File: src/rtl/dest_packetizer_pkg.sv
// Shared state encodings for the destination packetizer RX and TX paths.
package dest_packetizer_pkg;

  typedef enum logic [1:0] {RX_HDR, RX_PAY, RX_DISC} rx_state_t;
  typedef enum logic       {TX_HDR, TX_PAY}          tx_state_t;

endpackage

File: src/rtl/dest_packetizer_gen_if.sv
// Stream interfaces: frame link (no tid) and logical-channel packet stream (with tid).
interface dest_frame_if #(parameter int DATA_W = 8);
  logic              tvalid;
  logic              tready;
  logic              tlast;
  logic [DATA_W-1:0] tdata;

  modport master (output tvalid, tlast, tdata, input tready);
  modport slave  (input tvalid, tlast, tdata, output tready);
endinterface

interface dest_packet_if #(parameter int DATA_W = 8, parameter int TID_W = 3);
  logic              tvalid;
  logic              tready;
  logic              tlast;
  logic [DATA_W-1:0] tdata;
  logic [TID_W-1:0]  tid;

  modport master (output tvalid, tlast, tdata, tid, input tready);
  modport slave  (input tvalid, tlast, tdata, tid, output tready);
endinterface

File: src/rtl/dest_extract_gen.sv
// RX path: strips the header beat, range-checks the destination, counts dropped frames.
//   state   | meaning
//   RX_HDR  | waiting for header beat, always ready
//   RX_PAY  | zero-latency payload pass-through with latched tid
//   RX_DISC | swallowing the rest of an illegal frame
module dest_extract_gen
  import dest_packetizer_pkg::*;
#(
  parameter int DATA_W   = 8,
  parameter int TID_W    = 3,
  parameter int NUM_DEST = 8,
  parameter int CNT_W    = 16
) (
  input  logic             aclk,
  input  logic             aresetn,
  dest_frame_if.slave      rx_frame,
  dest_packet_if.master    rx_packet,
  output logic             drop_pulse,
  output logic [CNT_W-1:0] drop_cnt
);

  // One extra bit so NUM_DEST == 2**DATA_W does not truncate to zero.
  localparam logic [DATA_W:0] NUM_DEST_EXT = (DATA_W+1)'(NUM_DEST);

  rx_state_t        state, state_nxt;
  logic [TID_W-1:0] tid_q;
  logic             illegal;
  logic             drop;
  logic             tid_load;

  assign illegal = {1'b0, rx_frame.tdata} >= NUM_DEST_EXT;

  always_comb begin
    state_nxt        = state;
    rx_frame.tready  = 1'b0;
    rx_packet.tvalid = 1'b0;
    rx_packet.tdata  = rx_frame.tdata;
    rx_packet.tlast  = rx_frame.tlast;
    rx_packet.tid    = tid_q;
    drop             = 1'b0;
    tid_load         = 1'b0;
    case (state)
      RX_HDR: begin
        rx_frame.tready = aresetn;
        if (rx_frame.tvalid && aresetn) begin
          if (rx_frame.tlast) begin
            drop = 1'b1;
          end else if (illegal) begin
            drop      = 1'b1;
            state_nxt = RX_DISC;
          end else begin
            tid_load  = 1'b1;
            state_nxt = RX_PAY;
          end
        end
      end
      RX_PAY: begin
        rx_packet.tvalid = rx_frame.tvalid & aresetn;
        rx_frame.tready  = rx_packet.tready & aresetn;
        if (rx_frame.tvalid && rx_packet.tready && rx_frame.tlast) state_nxt = RX_HDR;
      end
      RX_DISC: begin
        rx_frame.tready = aresetn;
        if (rx_frame.tvalid && rx_frame.tlast) state_nxt = RX_HDR;
      end
      default: state_nxt = RX_HDR;
    endcase
  end

  always_ff @(posedge aclk or negedge aresetn) begin
    if (!aresetn) begin
      state      <= RX_HDR;
      tid_q      <= '0;
      drop_pulse <= 1'b0;
      drop_cnt   <= '0;
    end else begin
      state      <= state_nxt;
      drop_pulse <= drop;
      if (tid_load) tid_q <= rx_frame.tdata[TID_W-1:0];
      if (drop && (drop_cnt != '1)) drop_cnt <= drop_cnt + 1'b1;
    end
  end

endmodule

File: src/rtl/dest_insert_gen.sv
// TX path: prepends a zero-extended tid header beat to every outgoing packet.
//   state  | meaning
//   TX_HDR | presenting header built from the held first packet beat
//   TX_PAY | payload pass-through until tlast
module dest_insert_gen
  import dest_packetizer_pkg::*;
#(
  parameter int DATA_W = 8,
  parameter int TID_W  = 3
) (
  input  logic          aclk,
  input  logic          aresetn,
  dest_packet_if.slave  tx_packet,
  dest_frame_if.master  tx_frame
);

  tx_state_t state, state_nxt;

  always_comb begin
    state_nxt        = state;
    tx_frame.tvalid  = tx_packet.tvalid & aresetn;
    tx_frame.tdata   = tx_packet.tdata;
    tx_frame.tlast   = tx_packet.tlast;
    tx_packet.tready = 1'b0;
    case (state)
      TX_HDR: begin
        tx_frame.tdata = DATA_W'(tx_packet.tid);
        tx_frame.tlast = 1'b0;
        if (tx_packet.tvalid && tx_frame.tready && aresetn) state_nxt = TX_PAY;
      end
      TX_PAY: begin
        tx_packet.tready = tx_frame.tready & aresetn;
        if (tx_packet.tvalid && tx_frame.tready && tx_packet.tlast) state_nxt = TX_HDR;
      end
      default: state_nxt = TX_HDR;
    endcase
  end

  always_ff @(posedge aclk or negedge aresetn) begin
    if (!aresetn) state <= TX_HDR;
    else          state <= state_nxt;
  end

endmodule

File: src/rtl/dest_packetizer_gen.sv
// Bidirectional destination packetizer: independent RX extractor and TX inserter.
module dest_packetizer_gen #(
  parameter int DATA_W   = 8,
  parameter int TID_W    = 3,
  parameter int NUM_DEST = 8,
  parameter int CNT_W    = 16
) (
  input  logic             aclk,
  input  logic             aresetn,
  dest_frame_if.slave      rx_frame,
  dest_frame_if.master     tx_frame,
  dest_packet_if.master    rx_packet,
  dest_packet_if.slave     tx_packet,
  output logic             drop_pulse,
  output logic [CNT_W-1:0] drop_cnt
);

  dest_extract_gen #(
    .DATA_W(DATA_W), .TID_W(TID_W), .NUM_DEST(NUM_DEST), .CNT_W(CNT_W)
  ) u_extract (
    .aclk       (aclk),
    .aresetn    (aresetn),
    .rx_frame   (rx_frame),
    .rx_packet  (rx_packet),
    .drop_pulse (drop_pulse),
    .drop_cnt   (drop_cnt)
  );

  dest_insert_gen #(
    .DATA_W(DATA_W), .TID_W(TID_W)
  ) u_insert (
    .aclk      (aclk),
    .aresetn   (aresetn),
    .tx_packet (tx_packet),
    .tx_frame  (tx_frame)
  );

endmodule
File: src/flat_wrapper.sv
// flat-port wrapper written by rule: the top's interface ports become plain ports
module dest_packetizer_gen_flat 
#(
  parameter int DATA_W   = 8,
  parameter int TID_W    = 3,
  parameter int NUM_DEST = 8,
  parameter int CNT_W    = 16
)
  (aclk, aresetn, drop_pulse, drop_cnt, rx_frame_tvalid, rx_frame_tlast, rx_frame_tdata, rx_frame_tready, tx_frame_tvalid, tx_frame_tlast, tx_frame_tdata, tx_frame_tready, rx_packet_tvalid, rx_packet_tlast, rx_packet_tdata, rx_packet_tid, rx_packet_tready, tx_packet_tvalid, tx_packet_tlast, tx_packet_tdata, tx_packet_tid, tx_packet_tready);
  dest_frame_if #(.DATA_W(DATA_W)) rx_frame_i ();
  dest_frame_if #(.DATA_W(DATA_W)) tx_frame_i ();
  dest_packet_if #(.DATA_W(DATA_W), .TID_W(TID_W)) rx_packet_i ();
  dest_packet_if #(.DATA_W(DATA_W), .TID_W(TID_W)) tx_packet_i ();
  input  logic aclk;
  input  logic aresetn;
  output logic drop_pulse;
  output logic [CNT_W-1:0] drop_cnt;
  input wire logic [$bits(rx_frame_i.tvalid)-1:0] rx_frame_tvalid;
  input wire logic [$bits(rx_frame_i.tlast)-1:0] rx_frame_tlast;
  input wire logic [$bits(rx_frame_i.tdata)-1:0] rx_frame_tdata;
  output wire logic [$bits(rx_frame_i.tready)-1:0] rx_frame_tready;
  output wire logic [$bits(tx_frame_i.tvalid)-1:0] tx_frame_tvalid;
  output wire logic [$bits(tx_frame_i.tlast)-1:0] tx_frame_tlast;
  output wire logic [$bits(tx_frame_i.tdata)-1:0] tx_frame_tdata;
  input wire logic [$bits(tx_frame_i.tready)-1:0] tx_frame_tready;
  output wire logic [$bits(rx_packet_i.tvalid)-1:0] rx_packet_tvalid;
  output wire logic [$bits(rx_packet_i.tlast)-1:0] rx_packet_tlast;
  output wire logic [$bits(rx_packet_i.tdata)-1:0] rx_packet_tdata;
  output wire logic [$bits(rx_packet_i.tid)-1:0] rx_packet_tid;
  input wire logic [$bits(rx_packet_i.tready)-1:0] rx_packet_tready;
  input wire logic [$bits(tx_packet_i.tvalid)-1:0] tx_packet_tvalid;
  input wire logic [$bits(tx_packet_i.tlast)-1:0] tx_packet_tlast;
  input wire logic [$bits(tx_packet_i.tdata)-1:0] tx_packet_tdata;
  input wire logic [$bits(tx_packet_i.tid)-1:0] tx_packet_tid;
  output wire logic [$bits(tx_packet_i.tready)-1:0] tx_packet_tready;
  assign rx_frame_i.tvalid = rx_frame_tvalid;
  assign rx_frame_i.tlast = rx_frame_tlast;
  assign rx_frame_i.tdata = rx_frame_tdata;
  assign rx_frame_tready = rx_frame_i.tready;
  assign tx_frame_tvalid = tx_frame_i.tvalid;
  assign tx_frame_tlast = tx_frame_i.tlast;
  assign tx_frame_tdata = tx_frame_i.tdata;
  assign tx_frame_i.tready = tx_frame_tready;
  assign rx_packet_tvalid = rx_packet_i.tvalid;
  assign rx_packet_tlast = rx_packet_i.tlast;
  assign rx_packet_tdata = rx_packet_i.tdata;
  assign rx_packet_tid = rx_packet_i.tid;
  assign rx_packet_i.tready = rx_packet_tready;
  assign tx_packet_i.tvalid = tx_packet_tvalid;
  assign tx_packet_i.tlast = tx_packet_tlast;
  assign tx_packet_i.tdata = tx_packet_tdata;
  assign tx_packet_i.tid = tx_packet_tid;
  assign tx_packet_tready = tx_packet_i.tready;
  dest_packetizer_gen #(.DATA_W(DATA_W), .TID_W(TID_W), .NUM_DEST(NUM_DEST), .CNT_W(CNT_W)) u_core (.aclk(aclk), .aresetn(aresetn), .rx_frame(rx_frame_i), .tx_frame(tx_frame_i), .rx_packet(rx_packet_i), .tx_packet(tx_packet_i), .drop_pulse(drop_pulse), .drop_cnt(drop_cnt));
endmodule
File: config.mk
export PLATFORM = sky130hd
export DESIGN_NAME = dest_packetizer_gen_flat
export DESIGN_NICKNAME = d
export VERILOG_FILES = /design/src/rtl/dest_packetizer_pkg.sv /design/src/rtl/dest_packetizer_gen_if.sv /design/src/rtl/dest_extract_gen.sv /design/src/rtl/dest_insert_gen.sv /design/src/rtl/dest_packetizer_gen.sv /design/src/flat_wrapper.sv
export SDC_FILE = /design/constraint.sdc
export NUM_CORES = 1
export LEC_CHECK = 0
export ABC_AREA = 1
export BUFFER_PORTS_ARGS = -buffer_cell sky130_fd_sc_hd__buf_2
export CAP_MARGIN = 20
export CORE_AREA = 2 2 67 63
export DETAILED_ROUTE_END_ITERATION = 8
export DIE_AREA = 0 0 69 65
export PLACE_DENSITY = 0.74
export SLEW_MARGIN = 15
export SYNTH_ARGS = -nofsm -noshare
export SYNTH_HDL_FRONTEND = slang
export SYNTH_SLANG_ARGS = --single-unit
File: constraint.sdc
create_clock -name aclk -period 1.53 [get_ports aclk]
set_input_delay 0.2295 -clock aclk [delete_from_list [all_inputs] [get_ports aclk]]
set_output_delay 0.2295 -clock aclk [all_outputs]
set_load 0.1 [all_outputs]
Word-level counts from Yosys, hierarchy flattened --
Cells that the tools add are included.
Storage, ports and cells: word-level logic and storage cells 52, output and inout port bits 42, register bits after elaboration 23
Operators by class: $lt $le $gt $ge 1, reductions and logical operators 11, bitwise operators 5, multiplexer cells 22, equality and inequality tests 7, $add $sub $neg 1
Operators with widths (number):
- 16-bit by 1-bit adder with 16-bit output (second input constant) | 1
- 16-bit != test (second input constant) | 1
- 1-bit 2-to-1 mux | 13
- 2-bit 2-to-1 mux | 5
- 8-bit by 4-bit >= comparator with 1-bit output (second input constant) | 1
- 1-bit logical AND | 8
- 8-bit 2-to-1 mux | 1
- 2-bit != test (second input constant) | 4
- 2-bit case mux with 3 select lines | 1
- 1-bit AND | 4
- 1-bit case mux with 2 select lines | 2
- 4-bit AND reduction | 1
- 2-bit by 1-bit == test with 1-bit output (second input constant) | 1
- 2-bit == test (second input constant) | 1
- 2-bit logical NOT | 1
- 2-bit OR reduction | 1
- 1-bit NOT | 1

Longest topological paths before layout --
Gate-level depths: netlist (run 1).
word-level depth 6, gate-level depth with buffers 10

Cells and area by module --
From an unflattened synthesis (run 1), not the netlist that was laid out.
Unflattened totals: cells, all modules 243, area, all modules 1599.0 um2
Modules (own cells, without submodules):
- dest_extract_gen | cells each 211, instances 1, sequential area each 550.5 um2, area each 1446.4 um2
- dest_insert_gen | cells each 32, instances 1, sequential area each 25.0 um2, area each 152.6 um2

Least setup slack after synthesis (run 1) --
No wires, ideal clock.
path kind register -> output, start point register u_core.u_extract.state[1], end point output port rx_frame_tready, stages on the path, launching flop included 4, required time 1300 ps, setup slack -1372 ps, buffers on the path 0, data arrival time 2672 ps, path through dfrtp_1 inv_1 nand2_1 a21boi_0
Between the ends: longest elaborated chain between the ends 3, elaborated cells on any way between the ends 5, classes of those cells eq/ne (2); mux (1); reduce/logical (2)
Ends and longest elaborated chain:
- start: declaration | RTL line dest_extract_gen.sv:25 | rx_state_t state, state_nxt;
- start signal: assignment | RTL line dest_extract_gen.sv:77 | state <= state_nxt;
- 2-bit == test / 2-bit logical NOT (equally long branches) | RTL line dest_extract_gen.sv:42 | case (state)
- 2-bit OR reduction (no line)
- 1-bit case mux with 2 select lines (*) | RTL line dest_extract_gen.sv:42
- end: declaration | RTL line flat_wrapper.sv:21 | output wire logic [$bits(rx_frame_i.tready)-1:0] rx_frame_tready;
Mark *: on every way between the ends. The rest lies on a longest branch, timed or not.

Final worst setup path (run 1) --
start point register u_core.u_extract.drop_cnt[0], end point register u_core.u_extract.drop_cnt[13]
Between the ends: longest elaborated chain between the ends 2, elaborated cells on any way between the ends 3, classes of those cells add/sub (1); eq/ne (1); reduce/logical (1)
Ends and longest elaborated chain:
- start: declaration | RTL line dest_extract_gen.sv:19 | output logic [CNT_W-1:0] drop_cnt
- start signal: assignment | RTL line dest_extract_gen.sv:80 | if (drop && (drop_cnt != '1)) drop_cnt <= drop_cnt + 1'b1;
- parallel branches: the longest is 2 deep, another holds 16-bit by 1-bit adder with 16-bit output
Parallel ways; which one is timed is not known. A chain may end at the register's enable or synchronous reset.

==> impl_metrics.yaml, run 1 <==
run_status:
  outcome: "finished, violations left"
  violations: "negative setup slack"
synth:
  synth_cell_types: 22
  ys_warn_count: 0
  syn_nets: 266
  synthCells: 238
  yosys_register_bits: 23
  ys.flop_type: "dfrtp_1"
  yosysSeqAreaShare_pct: 36.7
  synth-async-reset-ratio_pct: 100
  syn_area_per_cell_um2: 6.58
  syn_area_mm2: 0.00157
  synth_edf_count: 0
clock_network:
  cts.reportedPaths.clkPinSlew_ps: 80
  h-tree-depth: 1
  cts.path.max_buffers: 2
  clockRootBuffer: "clkbuf_8"
  clkLatencyLatePin_ps: 270
  cts_tree: "built"
  numClockSinks: 23
  cts_buffers: 3
critical_path:
  cp-start-kind: "register"
  critPathBufInv: 2
  crit_family: "simple AND/OR/NAND/NOR gates"
  crit_type: "reg -> reg"
  cp.required_ps: 1740
  cp-end-kind: "register"
  path_cells: "ha_4 > inv_2 > nor2_4 > nand2_4 > nor2_4 > inv_4 > nand2_4 > nand2_1 > nand2_1"
  max_stage_delay_ps: 450
  cp.arrival_ps: 1760
  critPathMaxFanout: 6
  path_depth: 9
  reg2regPathDepth: 9
  cp_slowest_cell: "dfrtp_4"
global_route:
  grt_pass1_wl_um: 6520
  antenna_found_initial: 0
  grt-ovfl-total: 0
  grt_usage_pct: 17.7
  grt_pass1_vias: 1515
  grt_max_degree: 16
pwr:
  seqPwrFrac_pct: 27.0
  pwr-share-clk_pct: 11.5
  p_comb_share_pct: 61.5
  internal_power_uw: 1460
  peakVddDrop_uv: 889
  power.leakage_uw: 0.00122
  power_density_mw_per_mm2: 1420
  switching_share_pct: 56.2
  switching_power_uw: 1880
detailed_routing:
  post_drt_wl_per_cell_um: 11.4
  drc: 0
  wl_um: 4120
  vias: 1739
  dr.pass1.iters: 4
  via_per_inst: 4.83
  drtIter0Drc: 126
  ant_nets: 0
sta:
  whs_ps: 8.76
  rsz0062_at_grt: "true"
  tightest_slew_ps: 697
  finalClockSkew_ps: 3.13
  slew_viol_final: 0
  finalHoldViolCount: 0
  final-setup-viol-count: 7
  final.setup.worst_slack_ps: -19.5
  max_freq_ghz: 0.645
  relSlewSlack_pct: 53.4
  min_period_ps: 1550
  fin_crit_sh_pct: 101
flow_run:
  maxCapViolations: 0
floorplan:
  ios: 69
  initial_core_util_pct: 40.6
  die_x_um: 69
  die_h_um: 65
  dieArea_mm2: 0.00449
  placeableCoreArea_mm2: 0.00385
  rows: 22
final_layout:
  fin_cells: 360
  postLayoutCoreUtil_pct: 61.1
  final_cell_mix: "nand2_1 (100), buf_2 (55), inv_1 (21), nor2_1 (18), nand3_1 (15)"
  n_fill_cell: 357
  regArea_um2: 624
  multi_input_area_um2: 887
  n_antenna_cell: 0
  final_nets: 341
  syn_to_final_growth_pct: 50.4
  final_common_cell: "nand2_1"
  drive_above_1_share_pct: 41.3
place:
  dp_cells: 348
  dp_hpwl_um: 2920
  portBuffers: 68
  gp_congestion: 0.817
hold_path:
  hold_class: "in -> async"
## power groups by stage
stage,sequential [uW],clock (uW),combinational (uW)
after floorplan,1530,0,885
after global placement,918,0,1950
after detailed placement,919,0,1970
after CTS,905,388,2010
after global routing,924,413,2170
final,902,385,2060
## logic make-up after synthesis
family | after synthesis | share of synthesized area (%)
AND/OR/NAND/NOR | 156 | 42.3
buffers and inverters | 41 | 13.2
XOR/XNOR | 4 | 2.24
flip-flops | 23 | 36.7
AO/OA/AOI/OAI | 13 | 4.71
adder cells (fa/ha/maj) | 1 | 0.799
## state kept, by name (all words and copies together) (netlist names)
| register | cells |
|---|---|
| u_core.u_extract.drop_cnt | 16 |
| u_core.u_extract.rx_packet.tid | 3 |
| u_core.u_extract.state | 2 |
| u_core.u_extract.drop_pulse | 1 |
| u_core.u_insert.state | 1 |
## Yosys cell counts (4+ instances only)
| cell | instances | area, um^2 |
|---|---|---|
| dfrtp_1 | 23 | 576 |
| nand3_1 | 15 | 75.1 |
| xor2_1 | 4 | 35.0 |
| o21ai_0 | 6 | 30.0 |
| nand4_1 | 5 | 31.3 |
| nor2_1 | 19 | 71.3 |
| nand2_1 | 106 | 398 |
| inv_1 | 25 | 93.8 |
| buf_4 | 10 | 75.1 |
| o21ai_1 | 4 | 20.0 |
## what timing repair did
action,in CTS,in global routing
gates resized for setup,3,9
cloned,1,2
setup endpoints to repair,19,22
hold buffers,1,0
buffers inserted,1,3
endpoints found under the hold margin,15,0
pin swaps,2,4
## worst register-to-register path, cell delays in order, from the launching register on
cell and delay [ps]:
dfrtp_4 450, ha_4 160, inv_2 50, nor2_4 160, nand2_4 80, nor2_4 240, inv_4 100, nand2_4 130
nand2_1 60, nand2_1 50
## worst paths after layout
kind	from	to	slack, ps
max	u_core.u_extract.drop_cnt[0]	u_core.u_extract.drop_cnt[13]	-20
min	aresetn	u_core.u_extract.drop_cnt[5]	9
max reg2reg	u_core.u_extract.drop_cnt[0]	u_core.u_extract.drop_cnt[13]	-20
min reg2reg	u_core.u_extract.rx_packet.tid[2]	u_core.u_extract.rx_packet.tid[2]	480
max in group asynchronous	aresetn	u_core.u_extract.drop_cnt[7]	330
min in group aclk	tx_packet_tvalid	u_core.u_insert.state	190
## stage by stage
step	setup TNS (ps)	total power, uW	cell area (um^2)	setup WS [ps]
3_3_place_gp	0	2870	2210	55.1
3_5_place_dp	-13.5	2890	2210	-12.2
4_1_cts	0	3300	2290	2.10
2_1_floorplan	-1210	2410	1670	-139
5_1_grt	-749	3500	2360	-74.4
6_report	-70.0	3340	2360	-19.5
## cell type report
type | instances | area share [%]
Timing Repair Buffer | 80 | 26.7
Sequential cell | 23 | 26.5
Inverter | 28 | 4.73
Tap cell | 48 | 2.55
Multi-Input combinational cell | 177 | 37.7
Clock buffer | 4 | 1.91
## metal layers
metal	up-vias	global-route usage, %	share of wire [%]
li1	876	-	-
met3	5	3.27	8.2
met2	69	30.6	47
met1	789	22.4	43
met4	0	5.88	1.3
met5	-	0	0
Note: power is estimated with default switching activity, not from simulation.
==> run 2, diff against run 1 <==
--- a/config.mk
+++ b/config.mk
@@ -8,9 +8,9 @@
 export ABC_AREA = 1
 export BUFFER_PORTS_ARGS = -buffer_cell sky130_fd_sc_hd__buf_2
 export CAP_MARGIN = 20
-export CORE_AREA = 2 2 67 63
+export CORE_AREA = 2 2 64 66
 export DETAILED_ROUTE_END_ITERATION = 8
-export DIE_AREA = 0 0 69 65
+export DIE_AREA = 0 0 66 68
 export PLACE_DENSITY = 0.74
 export SLEW_MARGIN = 15
 export SYNTH_ARGS = -nofsm -noshare
==> impl_metrics.yaml, run 2 (same netlist as run 1, synthesis figures left out) <==
run_status:
  outcome: "completed"
clock_network:
  clkLatencyLatePin_ps: 270
  cts_tree: "built"
  h-tree-depth: 1
  numClockSinks: 23
  cts_buffers: 3
  clockRootBuffer: "clkbuf_8"
  cts.reportedPaths.clkPinSlew_ps: 80
  cts.path.max_buffers: 2
sta:
  tightest_slew_ps: 648
  slew_viol_final: 0
  finalHoldViolCount: 0
  max_freq_ghz: 0.673
  relSlewSlack_pct: 56.6
  min_period_ps: 1490
  final-setup-viol-count: 0
  rsz0062_at_grt: "true"
  finalClockSkew_ps: 5.16
  final.setup.worst_slack_ps: 44.0
  fin_crit_sh_pct: 97.1
detailed_routing:
  post_drt_wl_per_cell_um: 11.9
  drtIter0Drc: 114
  vias: 1722
  via_per_inst: 4.74
  ant_nets: 0
  drc: 0
  wl_um: 4320
  dr.pass1.iters: 4
critical_path:
  critPathMaxFanout: 5
  cp-start-kind: "register"
  timing.rr.start: "u_core.u_extract.drop_cnt[1]"
  reg2regPathDepth: 9
  cp.required_ps: 1690
  r2r_setup_slack_ps: 40
  cp.arrival_ps: 1650
  reg2reg_to: "u_core.u_extract.drop_cnt[7]"
  cp-end-kind: "register"
  crit_type: "reg -> reg"
pwr:
  power_density_mw_per_mm2: 1400
  power.leakage_uw: 0.00122
  peakVddDrop_uv: 821
place:
  dp_cells: 348
  gp_congestion: 0.806
  dp_slack_ps: -13.1
  dp_hpwl_um: 3130
  portBuffers: 68
hold_path:
  hold_end: "u_core.u_insert.state"
  min_from: "tx_packet_tvalid"
  hold_class: "in -> reg"
  hold_depth: 2
final_layout:
  regMostFlops: "u_core.u_extract.drop_cnt"
  largest_reg_flops: 16
  final_nets: 342
  final_cell_mix: "nand2_1 (102), buf_2 (55), inv_1 (22), nor2_1 (18), nand3_1 (15)"
  drive_above_1_share_pct: 40.6
  n_antenna_cell: 0
  syn_to_final_growth_pct: 52.1
  final_common_cell: "nand2_1"
  postLayoutCoreUtil_pct: 61.8
  fin_cells: 363
global_route:
  grt_pass1_wl_um: 6910
  grt_usage_pct: 19.6
  grt_max_degree: 21
  grt-ovfl-total: 0
  antenna_found_initial: 0
  grt_pass1_vias: 1619
floorplan:
  initial_core_util_pct: 40.6
  dieArea_mm2: 0.00449
  ios: 69
  die_h_um: 68
  die_x_um: 66
  rows: 23
  placeableCoreArea_mm2: 0.00386
flow_run:
  maxCapViolations: 0
run 2: cell count changes in the layout (fill, tap and decap cells not counted), sizes merged:
| cell | delta |
|---|---|
| nand2 | -1 |
| dlygate4sd3 | +1 |
| nor2 | +1 |
run 2: cell type report:
cell class                      instances  area [um^2]
Sequential cell                        23          626
Timing Repair Buffer                   81          646
Inverter                               28          111
Fill cell                             360         1470
Tap cell                               50         62.6
Multi-Input combinational cell        177          892
Clock buffer                            4         45.0
run 2: worst max-delay path, stage by stage, from the launching register on:
cell,delay [ps]
dfrtp_4,460
ha_4,180
inv_4,40
nor2_4,160
nand2_4,80
nor2_4,150
buf_6,140
nor2_4,60
nand2_1,60
o21ai_1,60
run 2: worst max path at each step:
stage | from | end | slack [ps] | cells past startpoint
2_1_floorplan | u_core.u_extract.state[1] | rx_frame_tready | -140 | 3
3_3_place_gp | u_core.u_extract.drop_cnt[1] | u_core.u_extract.drop_cnt[3] | 50 | 8
3_5_place_dp | u_core.u_extract.drop_cnt[1] | u_core.u_extract.drop_cnt[7] | -10 | 8
4_1_cts | u_core.u_extract.drop_cnt[1] | u_core.u_extract.drop_cnt[7] | -30 | 8
5_1_grt | u_core.u_extract.drop_cnt[1] | u_core.u_extract.drop_cnt[12] | -40 | 9
6_report | u_core.u_extract.drop_cnt[1] | u_core.u_extract.drop_cnt[7] | 40 | 9
run 2: metal layers:
metal | wire (um) | vias up | track usage [%]
li1 | - | 871 | -
met1 | 1860 | 776 | 23.8
met2 | 2100 | 71 | 35.5
met3 | 326 | 4 | 3.78
met4 | 31 | 0 | 5.36
met5 | 0 | - | 0
run 2: metrics by stage:
step	cell area, um^2	hold slack, ps	power [uW]	setup TNS [ps]
floorplan	1670	-66.1	2410	-1210
CTS	2260	178	3260	-43.7
finish	2380	180	3350	0
detailed placement	2200	205	2870	-13.1
global placement	2200	208	2840	0
global route	2380	193	3500	-81.8
run 2: report_power, final:
group | switching [uW] | internal [uW]
clock | 208 | 187
combinational | 1520 | 499
sequential | 168 | 764
total | 1900 | 1450
run 2: what timing repair did:
item / 4_1_cts / 5_1_grt
pin swaps: 2 / 7
hold endpoints to repair: 23 / 0
endpoints found under the setup margin: 12 / 22
buffers inserted: 0 / 6
gates cloned: 0 / 3
gates resized for setup: 1 / 14
hold buffers: 2 / 0
